<file path="src/rtl/fmax_pool_if.sv">
// Beat/result handshake bundle for fmax_pool: LANES operands of W bits in,
// one W-bit maximum plus a sticky NaN flag out.
interface fmax_pool_if #(
    parameter int W     = 12,
    parameter int LANES = 4
);
    logic                 in_valid;
    logic                 in_ready;
    logic [LANES*W-1:0]   in_data;
    logic                 out_valid;
    logic                 out_ready;
    logic [W-1:0]         out_data;
    logic                 out_nan;

    modport slave (
        input  in_valid,
        input  in_data,
        output in_ready,
        output out_valid,
        input  out_ready,
        output out_data,
        output out_nan
    );

    modport master (
        output in_valid,
        output in_data,
        input  in_ready,
        input  out_valid,
        output out_ready,
        input  out_data,
        input  out_nan
    );
endinterface

</file>
<file path="src/rtl/fmax_pool.sv">
// Streaming max-pool over FloPoCo floats: registered lane tree, then a WINDOW-beat fold.
// Optional macro FMAX_POOL_NAN_PROPAGATE_EN makes any NaN operand yield the canonical NaN.
module fmax_pool #(
    parameter int WE     = 5,
    parameter int WF     = 4,
    parameter int LANES  = 4,
    parameter int WINDOW = 4
) (
    input  logic        clk,
    input  logic        rst_n,
    fmax_pool_if.slave  bus
);
    localparam int W   = WE + WF + 3;
    localparam int LOG = $clog2(LANES);
    localparam int CW  = (WINDOW > 1) ? $clog2(WINDOW) : 1;

    // Coarse order class: -inf < negative normal < zero < positive normal < +inf.
    function automatic logic signed [2:0] f_class(input logic [W-1:0] x);
        logic signed [2:0] c;
        case (x[W-1:W-2])
            2'b00:   c = 3'sd0;
            2'b01:   c = x[W-3] ? -3'sd1 : 3'sd1;
            2'b10:   c = x[W-3] ? -3'sd2 : 3'sd2;
            default: c = 3'sd0;
        endcase
        return c;
    endfunction

    function automatic logic f_right_gt(input logic [W-1:0] a, input logic [W-1:0] b);
        logic signed [2:0] ca;
        logic signed [2:0] cb;
        logic              gt;
        ca = f_class(a);
        cb = f_class(b);
        if (ca != cb) begin
            gt = (cb > ca);
        end else if (ca == 3'sd1) begin
            gt = (b[W-4:0] > a[W-4:0]);
        end else if (ca == -3'sd1) begin
            gt = (b[W-4:0] < a[W-4:0]);
        end else begin
            gt = 1'b0;
        end
        return gt;
    endfunction

    // Ties keep the left operand, so +0/-0 resolves to whichever came first.
    function automatic logic [W-1:0] f_max(input logic [W-1:0] a, input logic [W-1:0] b);
        logic [W-1:0] r;
        if ((a[W-1:W-2] == 2'b11) || (b[W-1:W-2] == 2'b11)) begin
`ifdef FMAX_POOL_NAN_PROPAGATE_EN
            r = {2'b11, {(W-2){1'b0}}};
`else
            r = a;
`endif
        end else if (f_right_gt(a, b)) begin
            r = b;
        end else begin
            r = a;
        end
        return r;
    endfunction

    logic             w_adv;
    logic [LANES-1:0] w_in_nan;
    logic [W-1:0]     w_beat_data;
    logic             w_beat_nan;
    logic             w_beat_valid;

    logic [W-1:0]     r_acc;
    logic             r_acc_nan;
    logic [CW-1:0]    r_cnt;
    logic             r_out_valid;
    logic [W-1:0]     r_out_data;
    logic             r_out_nan;

    logic [W-1:0]     w_fold_data;
    logic             w_fold_nan;
    logic             w_wrap;

    assign w_adv         = !r_out_valid || bus.out_ready;
    assign bus.in_ready  = w_adv;
    assign bus.out_valid = r_out_valid;
    assign bus.out_data  = r_out_data;
    assign bus.out_nan   = r_out_nan;

    // Per-lane NaN flags feeding the sticky window flag.
    always_comb begin
        w_in_nan = '0;
        for (int j = 0; j < LANES; j++) begin
            w_in_nan[j] = (bus.in_data[j*W+W-2 +: 2] == 2'b11);
        end
    end

    generate
        for (genvar s = 0; s < LOG; s++) begin : g_stage
            localparam int NIN  = LANES >> s;
            localparam int NOUT = NIN / 2;

            logic [NIN*W-1:0]  w_prev_data;
            logic [NIN-1:0]    w_prev_nan;
            logic              w_prev_valid;
            logic [NOUT*W-1:0] w_next_data;
            logic [NOUT-1:0]   w_next_nan;
            logic [NOUT*W-1:0] r_data;
            logic [NOUT-1:0]   r_nan;
            logic              r_valid;

            if (s == 0) begin : g_src_in
                assign w_prev_data  = bus.in_data;
                assign w_prev_nan   = w_in_nan;
                assign w_prev_valid = bus.in_valid;
            end else begin : g_src_stage
                assign w_prev_data  = g_stage[s-1].r_data;
                assign w_prev_nan   = g_stage[s-1].r_nan;
                assign w_prev_valid = g_stage[s-1].r_valid;
            end

            // Pairwise reduction; the lower lane is always the left operand.
            always_comb begin
                w_next_data = '0;
                w_next_nan  = '0;
                for (int j = 0; j < NOUT; j++) begin
                    w_next_data[j*W +: W] = f_max(w_prev_data[2*j*W +: W],
                                                  w_prev_data[(2*j+1)*W +: W]);
                    w_next_nan[j] = w_prev_nan[2*j] | w_prev_nan[2*j+1];
                end
            end

            // Tree stage register, frozen with the rest of the pipe on stall.
            always_ff @(posedge clk or negedge rst_n) begin
                if (!rst_n) begin
                    r_data  <= '0;
                    r_nan   <= '0;
                    r_valid <= 1'b0;
                end else if (w_adv) begin
                    r_data  <= w_next_data;
                    r_nan   <= w_next_nan;
                    r_valid <= w_prev_valid;
                end
            end
        end

        if (LOG == 0) begin : g_beat_in
            assign w_beat_data  = bus.in_data[W-1:0];
            assign w_beat_nan   = w_in_nan[0];
            assign w_beat_valid = bus.in_valid;
        end else begin : g_beat_tree
            assign w_beat_data  = g_stage[LOG-1].r_data;
            assign w_beat_nan   = g_stage[LOG-1].r_nan[0];
            assign w_beat_valid = g_stage[LOG-1].r_valid;
        end
    endgenerate

    // First beat of a window loads directly; later beats fold against the running max.
    always_comb begin
        w_wrap = (r_cnt == CW'(WINDOW - 1));
        if (r_cnt != '0) begin
            w_fold_data = f_max(r_acc, w_beat_data);
            w_fold_nan  = r_acc_nan | w_beat_nan;
        end else begin
            w_fold_data = w_beat_data;
            w_fold_nan  = w_beat_nan;
        end
    end

    // Window accumulator and output register; a completing window may replace a result being taken.
    always_ff @(posedge clk or negedge rst_n) begin
        if (!rst_n) begin
            r_acc       <= '0;
            r_acc_nan   <= 1'b0;
            r_cnt       <= '0;
            r_out_valid <= 1'b0;
            r_out_data  <= '0;
            r_out_nan   <= 1'b0;
        end else if (w_adv) begin
            r_out_valid <= 1'b0;
            if (w_beat_valid) begin
                if (w_wrap) begin
                    r_cnt       <= '0;
                    r_out_data  <= w_fold_data;
                    r_out_nan   <= w_fold_nan;
                    r_out_valid <= 1'b1;
                end else begin
                    r_cnt     <= r_cnt + CW'(1);
                    r_acc     <= w_fold_data;
                    r_acc_nan <= w_fold_nan;
                end
            end
        end
    end
endmodule
</file>
<file path="src/flat_wrapper.sv">
// flat-port wrapper written by rule: the top's interface ports become plain ports
module fmax_pool_flat 
#(
    parameter int WE     = 5,
    parameter int WF     = 4,
    parameter int LANES  = 4,
    parameter int WINDOW = 4
)
  (clk, rst_n, bus_in_valid, bus_in_data, bus_in_ready, bus_out_valid, bus_out_ready, bus_out_data, bus_out_nan);
  fmax_pool_if #(.LANES(LANES)) bus_i ();
  input  logic clk;
  input  logic rst_n;
  input wire logic [$bits(bus_i.in_valid)-1:0] bus_in_valid;
  input wire logic [$bits(bus_i.in_data)-1:0] bus_in_data;
  output wire logic [$bits(bus_i.in_ready)-1:0] bus_in_ready;
  output wire logic [$bits(bus_i.out_valid)-1:0] bus_out_valid;
  input wire logic [$bits(bus_i.out_ready)-1:0] bus_out_ready;
  output wire logic [$bits(bus_i.out_data)-1:0] bus_out_data;
  output wire logic [$bits(bus_i.out_nan)-1:0] bus_out_nan;
  assign bus_i.in_valid = bus_in_valid;
  assign bus_i.in_data = bus_in_data;
  assign bus_in_ready = bus_i.in_ready;
  assign bus_out_valid = bus_i.out_valid;
  assign bus_i.out_ready = bus_out_ready;
  assign bus_out_data = bus_i.out_data;
  assign bus_out_nan = bus_i.out_nan;
  fmax_pool #(.WE(WE), .WF(WF), .LANES(LANES), .WINDOW(WINDOW)) u_core (.clk(clk), .rst_n(rst_n), .bus(bus_i));
endmodule
</file>
<file path="config.mk">
export PLATFORM = sky130hd
export DESIGN_NAME = fmax_pool_flat
export DESIGN_NICKNAME = d
export VERILOG_FILES = /design/src/rtl/fmax_pool_if.sv /design/src/rtl/fmax_pool.sv /design/src/flat_wrapper.sv
export SDC_FILE = /design/constraint.sdc
export NUM_CORES = 1
export LEC_CHECK = 0
export BUFFER_PORTS_ARGS = -buffer_cell sky130_fd_sc_hd__buf_2
export CAP_MARGIN = 5
export CORE_MARGIN = 10
export CORE_UTILIZATION = 28
export DETAILED_ROUTE_END_ITERATION = 7
export PLACE_DENSITY = 0.46
export SLEW_MARGIN = 20
export SYNTH_ARGS = -nofsm -noshare
export SYNTH_HDL_FRONTEND = slang
export SYNTH_SLANG_ARGS = --single-unit
</file>
<file path="constraint.sdc">
create_clock -name clk -period 3.79 [get_ports clk]
set_input_delay 0.379 -clock clk [delete_from_list [all_inputs] [get_ports clk]]
set_output_delay 0.379 -clock clk [all_outputs]
set_load 0.02 [all_outputs]
</file>
### Yosys cells after proc, flatten, opt, wreduce, memory -nomap -nowiden

Index checks and enable logic that the tools add are counted.

* register bits after elaboration: 70
* input bits: 52
* output and inout port bits: 15
* logic and storage cells: 141

* $add $sub $neg: 1
* $lt $le $gt $ge: 12
* equality and inequality tests: 37
* muxes and demuxes: 64
* bitwise operators: 5
* reduce and logical (&&, ||, !) cells: 10

Operators with widths (count)
* $mux 12: 9
* $mux 3: 26
* $pmux 3 s2: 8
* $gt 9x9->1: 4
* $lt 9x9->1: 4
* $eq 2x2->1 const B: 17
* $mux 1: 20
* $eq 2x1->1 const B: 8
* $eq 3x1->1 const B: 4
* $eq 3x2->1 const B: 4
* $gt 3x3->1: 4
* $ne 3x3->1: 4
* $reduce_and 3->1: 2
* $logic_or 1x1->1: 5
* $or 1x1->1: 4
* $add 2x1->2 const B: 1
* $mux 2: 1
* $reduce_and 2->1: 1
* $reduce_bool 2->1: 1
* $logic_not 1->1: 1
* $not 1->1: 1

### Logic depth before layout (Yosys ltp)

* depth after elaboration: 13
* mapped depth: 12
* gate-level depth less buffers: 11

### Least setup slack after synthesis

No wires, ideal clock.

* path kind: register to register
* from: register u_core.r_acc[10]
* to: register u_core.r_acc[2]
* library setup time: 0.125 ns
* arrival time: 2.687 ns
* data required time: 3.665 ns
* setup slack: 0.978 ns
* cell stages (with the launch flop): 12
* buffers on the path: 1
* period minus slack after synthesis: 2.812 ns
* path through: dfrtp_1 inv_1 ha_1 or2_2 ha_1 and3_1 a211oi_2 a221oi_1 mux2i_2 nand2_4 buf_12 mux2_4

* longest elaborated chain between the ends: 13
* elaborated cells on any way between the ends: 19
* those cells by class: 1 x order compare; 6 x eq/ne; 11 x mux; 1 x reduce/logical

RTL lines
* start: declaration: line fmax_pool.sv:70 `logic [W-1:0] r_acc;`
* start signal: assignment: line fmax_pool.sv:186 `r_acc <= w_fold_data;`
* $eq 2x2->1 / $eq 2x1->1 (equally long branches): line fmax_pool.sv:20 `case (x[W-1:W-2])`
* $pmux 3 s2: line fmax_pool.sv:20
* $mux 3: line fmax_pool.sv:50 `if ((a[W-1:W-2] == 2'b11) || (b[W-1:W-2] == 2'b11)) begin`
* $mux 3: line fmax_pool.sv:158 `if (r_cnt != '0) begin`
* $eq 3x1->1: line fmax_pool.sv:39 `end else if (ca == -3'sd1) begin`
* $mux 1: line fmax_pool.sv:39
* $mux 1: line fmax_pool.sv:37 `end else if (ca == 3'sd1) begin`
* $mux 1: line fmax_pool.sv:35 `if (ca != cb) begin`
* $mux 1: line fmax_pool.sv:50
* $mux 1: line fmax_pool.sv:158
* $mux 12: line fmax_pool.sv:56 `end else if (f_right_gt(a, b)) begin`
* $mux 12 *: line fmax_pool.sv:50
* $mux 12 *: line fmax_pool.sv:158

Every way passes the cells marked *; elsewhere a longest branch is shown, timed or not. The select of a mux whose other input is x is not followed.
A chain may end at the register's enable or synchronous reset.

### Worst setup path after layout

* from: register u_core.r_acc[10]
* to: register u_core.r_acc[3]

The elaborated chain is that of the path after synthesis.

==> impl_metrics.json <==
{
  "hold_viol": 0,
  "clkTransAtPathRegs_ns": 0.06,
  "p_per_area_mw_per_mm2": 862.1,
  "async_flop_share_pct": 100.0,
  "crit_family": "simple AND/OR/NAND/NOR gates",
  "drt_iter0_markers": 186,
  "r2r_slack_ns": 0.65,
  "place_hpwl_um": 10830,
  "cts_buffer_depth": 2,
  "critical_path.max_stage_delay_ns": 0.40,
  "synthFlopType": "dfrtp_1",
  "cts_buffers": 9,
  "io_buffer_count": 66,
  "crit_path_cell_trace": "inv_1, ha_1, or2_2, ha_1, nand4_1, nor4_2, a221oi_1, mux2i_2, buf_4, nand2_4, mux2_4",
  "final_common_cell": "ha_1",
  "setup_ws_ns": 0.6520,
  "slew_viol_final": 0,
  "cts_root_buf": "clkbuf_16",
  "setup_viol": 0,
  "period_share_pct": 82.80,
  "antenna_found_initial": 0,
  "worst_pin_slew_ns": 0.9575,
  "synth_cell_type_count": 51,
  "rsz0062_at_grt": "no",
  "synth-seq-cells": 70,
  "die_y_um": 157.9,
  "r2r_cells": 11,
  "pin_count": 67,
  "drcViolationCount": 0,
  "fillers": 1934,
  "ys_warn_count": 0,
  "hold_class": "in2async",
  "netlist.top_cell.by_area": "dfrtp_1",
  "viasPerCell": 4.953,
  "rr_endpoint": "u_core.r_acc[3]",
  "area_growth_pct": 15.87,
  "p_leak_nw": 3.000,
  "peakVddDrop_mv": 0.3345,
  "min_period_ns": 3.138,
  "grt_max_degree": 46,
  "max_freq_mhz": 318.7,
  "whs_ns": 0.1901,
  "cts_resized": 0,
  "crit_end": "u_core.r_acc[3]",
  "final_cell_mix": "ha_1, inv_1, dfrtp_1",
  "synth_area_per_cell_um2": 8.931,
  "cts_tree": "built",
  "layoutNonFillerInstCount": 894,
  "synth_edf_count": 0,
  "fin_tns_setup_ns": 0,
  "synth_top_cell_area_share_pct": 32.91,
  "dieWidth_um": 157.9,
  "maxCapViolCount": 0,
  "end_kind": "flop",
  "ctsHoldBuffers": 0,
  "crit_path_start_kind": "flop",
  "drt_wl_total_um": 13560,
  "multi_input_area_mm2": 0.003169,
  "wl_per_cell_um": 15.17,
  "synthesis.nets": 728,
  "grtUsageTotal_pct": 11.10,
  "outcome": "finished clean",
  "fin_area_mm2": 0.006167,
  "r2r-start": "u_core.r_acc[10]",
  "startpoint": "u_core.r_acc[10]",
  "grt_pass1_vias": 4642,
  "grt_pass1_wl_um": 22490,
  "crit_slowest_cell": "dfrtp_1",
  "place_inst": 878,
  "synth_area_mm2": 0.005323,
  "critPathKind": "reg2reg",
  "regArea_mm2": 0.001752,
  "critical_path.most_common_cell": "ha_1",
  "clock_latency_ns": 0.34,
  "synthCells": 596,
  "path_depth": 11,
  "crit_required_ns": 4.01,
  "fp.coreArea_mm2": 0.01871,
  "via_count": 4428,
  "cp_num_buf_inv": 2,
  "ys_seq_area_share_pct": 32.91,
  "start_util_pct": 28.45,
  "gr-total-overflow": 0,
  "fin_skew_ns": 0.009317,
  "gp_congestion": 0.8165,
  "cts_num_sinks": 70,
  "placed_area_mm2": 0.005893,
  "die-area_mm2": 0.02492,
  "post_cts_buffers": 0,
  "path_max_fanout": 13,
  "post-place-ws_ns": 0.6865,
  "antenna_cells": 0,
  "arrival_ns": 3.36,
  "synth_area_leaders": "dfrtp_1, ha_1, inv_1, a21oi_1, a31oi_1",
  "max-slew-margin-rel_pct": 36.17,
  "cts_htree_levels": 3,
  "rows": 50,
  "final_layout_size_suffix_gt1_share_pct": 18.64,
  "nets": 787,
  "antenna_left": 0,
  "first_pass_iters": 4
}
[report_power, final]
part	total, mW	switching (mW)	internal, mW	leakage, nW
clock	0.790	0.343	0.446	0.126
combinational	3.11	1.73	1.38	2.05
sequential	1.42	0.312	1.11	0.820
[cell type report]
cell class	instances	area share, %
Clock buffer	10	3.713
Sequential cell	70	28.40
Multi-Input combinational cell	425	51.39
Tap cell	234	4.747
Clock inverter	6	0.7304
Inverter	73	4.443
Timing Repair Buffer	76	6.573
[cell families after synthesis]
| family | Yosys count | share of synthesized area (%) |
|---|---|---|
| adder cells (fa/ha/maj) | 80 | 18.81 |
| flip-flops | 70 | 32.91 |
| AND/OR/NAND/NOR | 134 | 12.65 |
| buffers and inverters | 101 | 7.687 |
| AO/OA/AOI/OAI | 180 | 21.16 |
| multiplexers | 31 | 6.793 |
[worst min path at each step]
stage / endpoint / cells after the start
final: u_core.bus.out_data[8] / 1
after global routing: u_core.g_stage[0].r_valid / 3
after CTS: u_core.bus.out_data[8] / 1
after detailed placement: u_core.g_stage[0].r_valid / 2
after global placement: u_core.g_stage[0].r_valid / 2
after floorplan: u_core.bus.out_data[0] / 0
[synth_stat cells (4+ instances only)]
cell type	n
nand2_1	17
inv_1	72
mux2_4	8
nand2b_1	5
nor2_1	61
a31oi_1	37
o21ai_0	33
o211ai_1	13
a211oi_1	7
nand4_1	8
a22oi_1	13
nand3_1	11
nor3b_1	4
clkbuf_1	21
mux2i_1	16
ha_1	80
a21oi_1	47
dfrtp_1	70
o31ai_1	12
mux2_2	6
or2_2	4
and3_1	7
[per-layer routing]
| layer | track usage (%) | vias to the layer above | part of all wire, % |
|---|---|---|---|
| met4 | 3.028 | 0 | 1.5 |
| met5 | 0 | - | 0 |
| met3 | 2.795 | 10 | 5.2 |
| met1 | 13.82 | 2075 | 46 |
| li1 | - | 2246 | - |
| met2 | 18.58 | 97 | 47 |
[per-stage QoR]
stage               util (%)  total power, mW
global placement       31.51            4.462
finish                 32.97            5.317
CTS                    32.97            5.378
detailed placement     31.51            4.559
global route           32.97            5.817
floorplan                  -            3.828
[registers in the layout (all words and copies together) (netlist names)]
| signal | cells |
|---|---|
| u_core.bus.out_data | 12 |
| u_core.bus.out_nan | 1 |
| u_core.g_stage.r_nan | 3 |
| u_core.r_cnt | 2 |
| u_core.g_stage.r_valid | 2 |
| u_core.r_acc_nan | 1 |
| u_core.r_acc | 12 |
| u_core.g_stage.r_data | 36 |
| u_core.bus.out_valid | 1 |
Note: power is estimated with default switching activity, not from simulation.
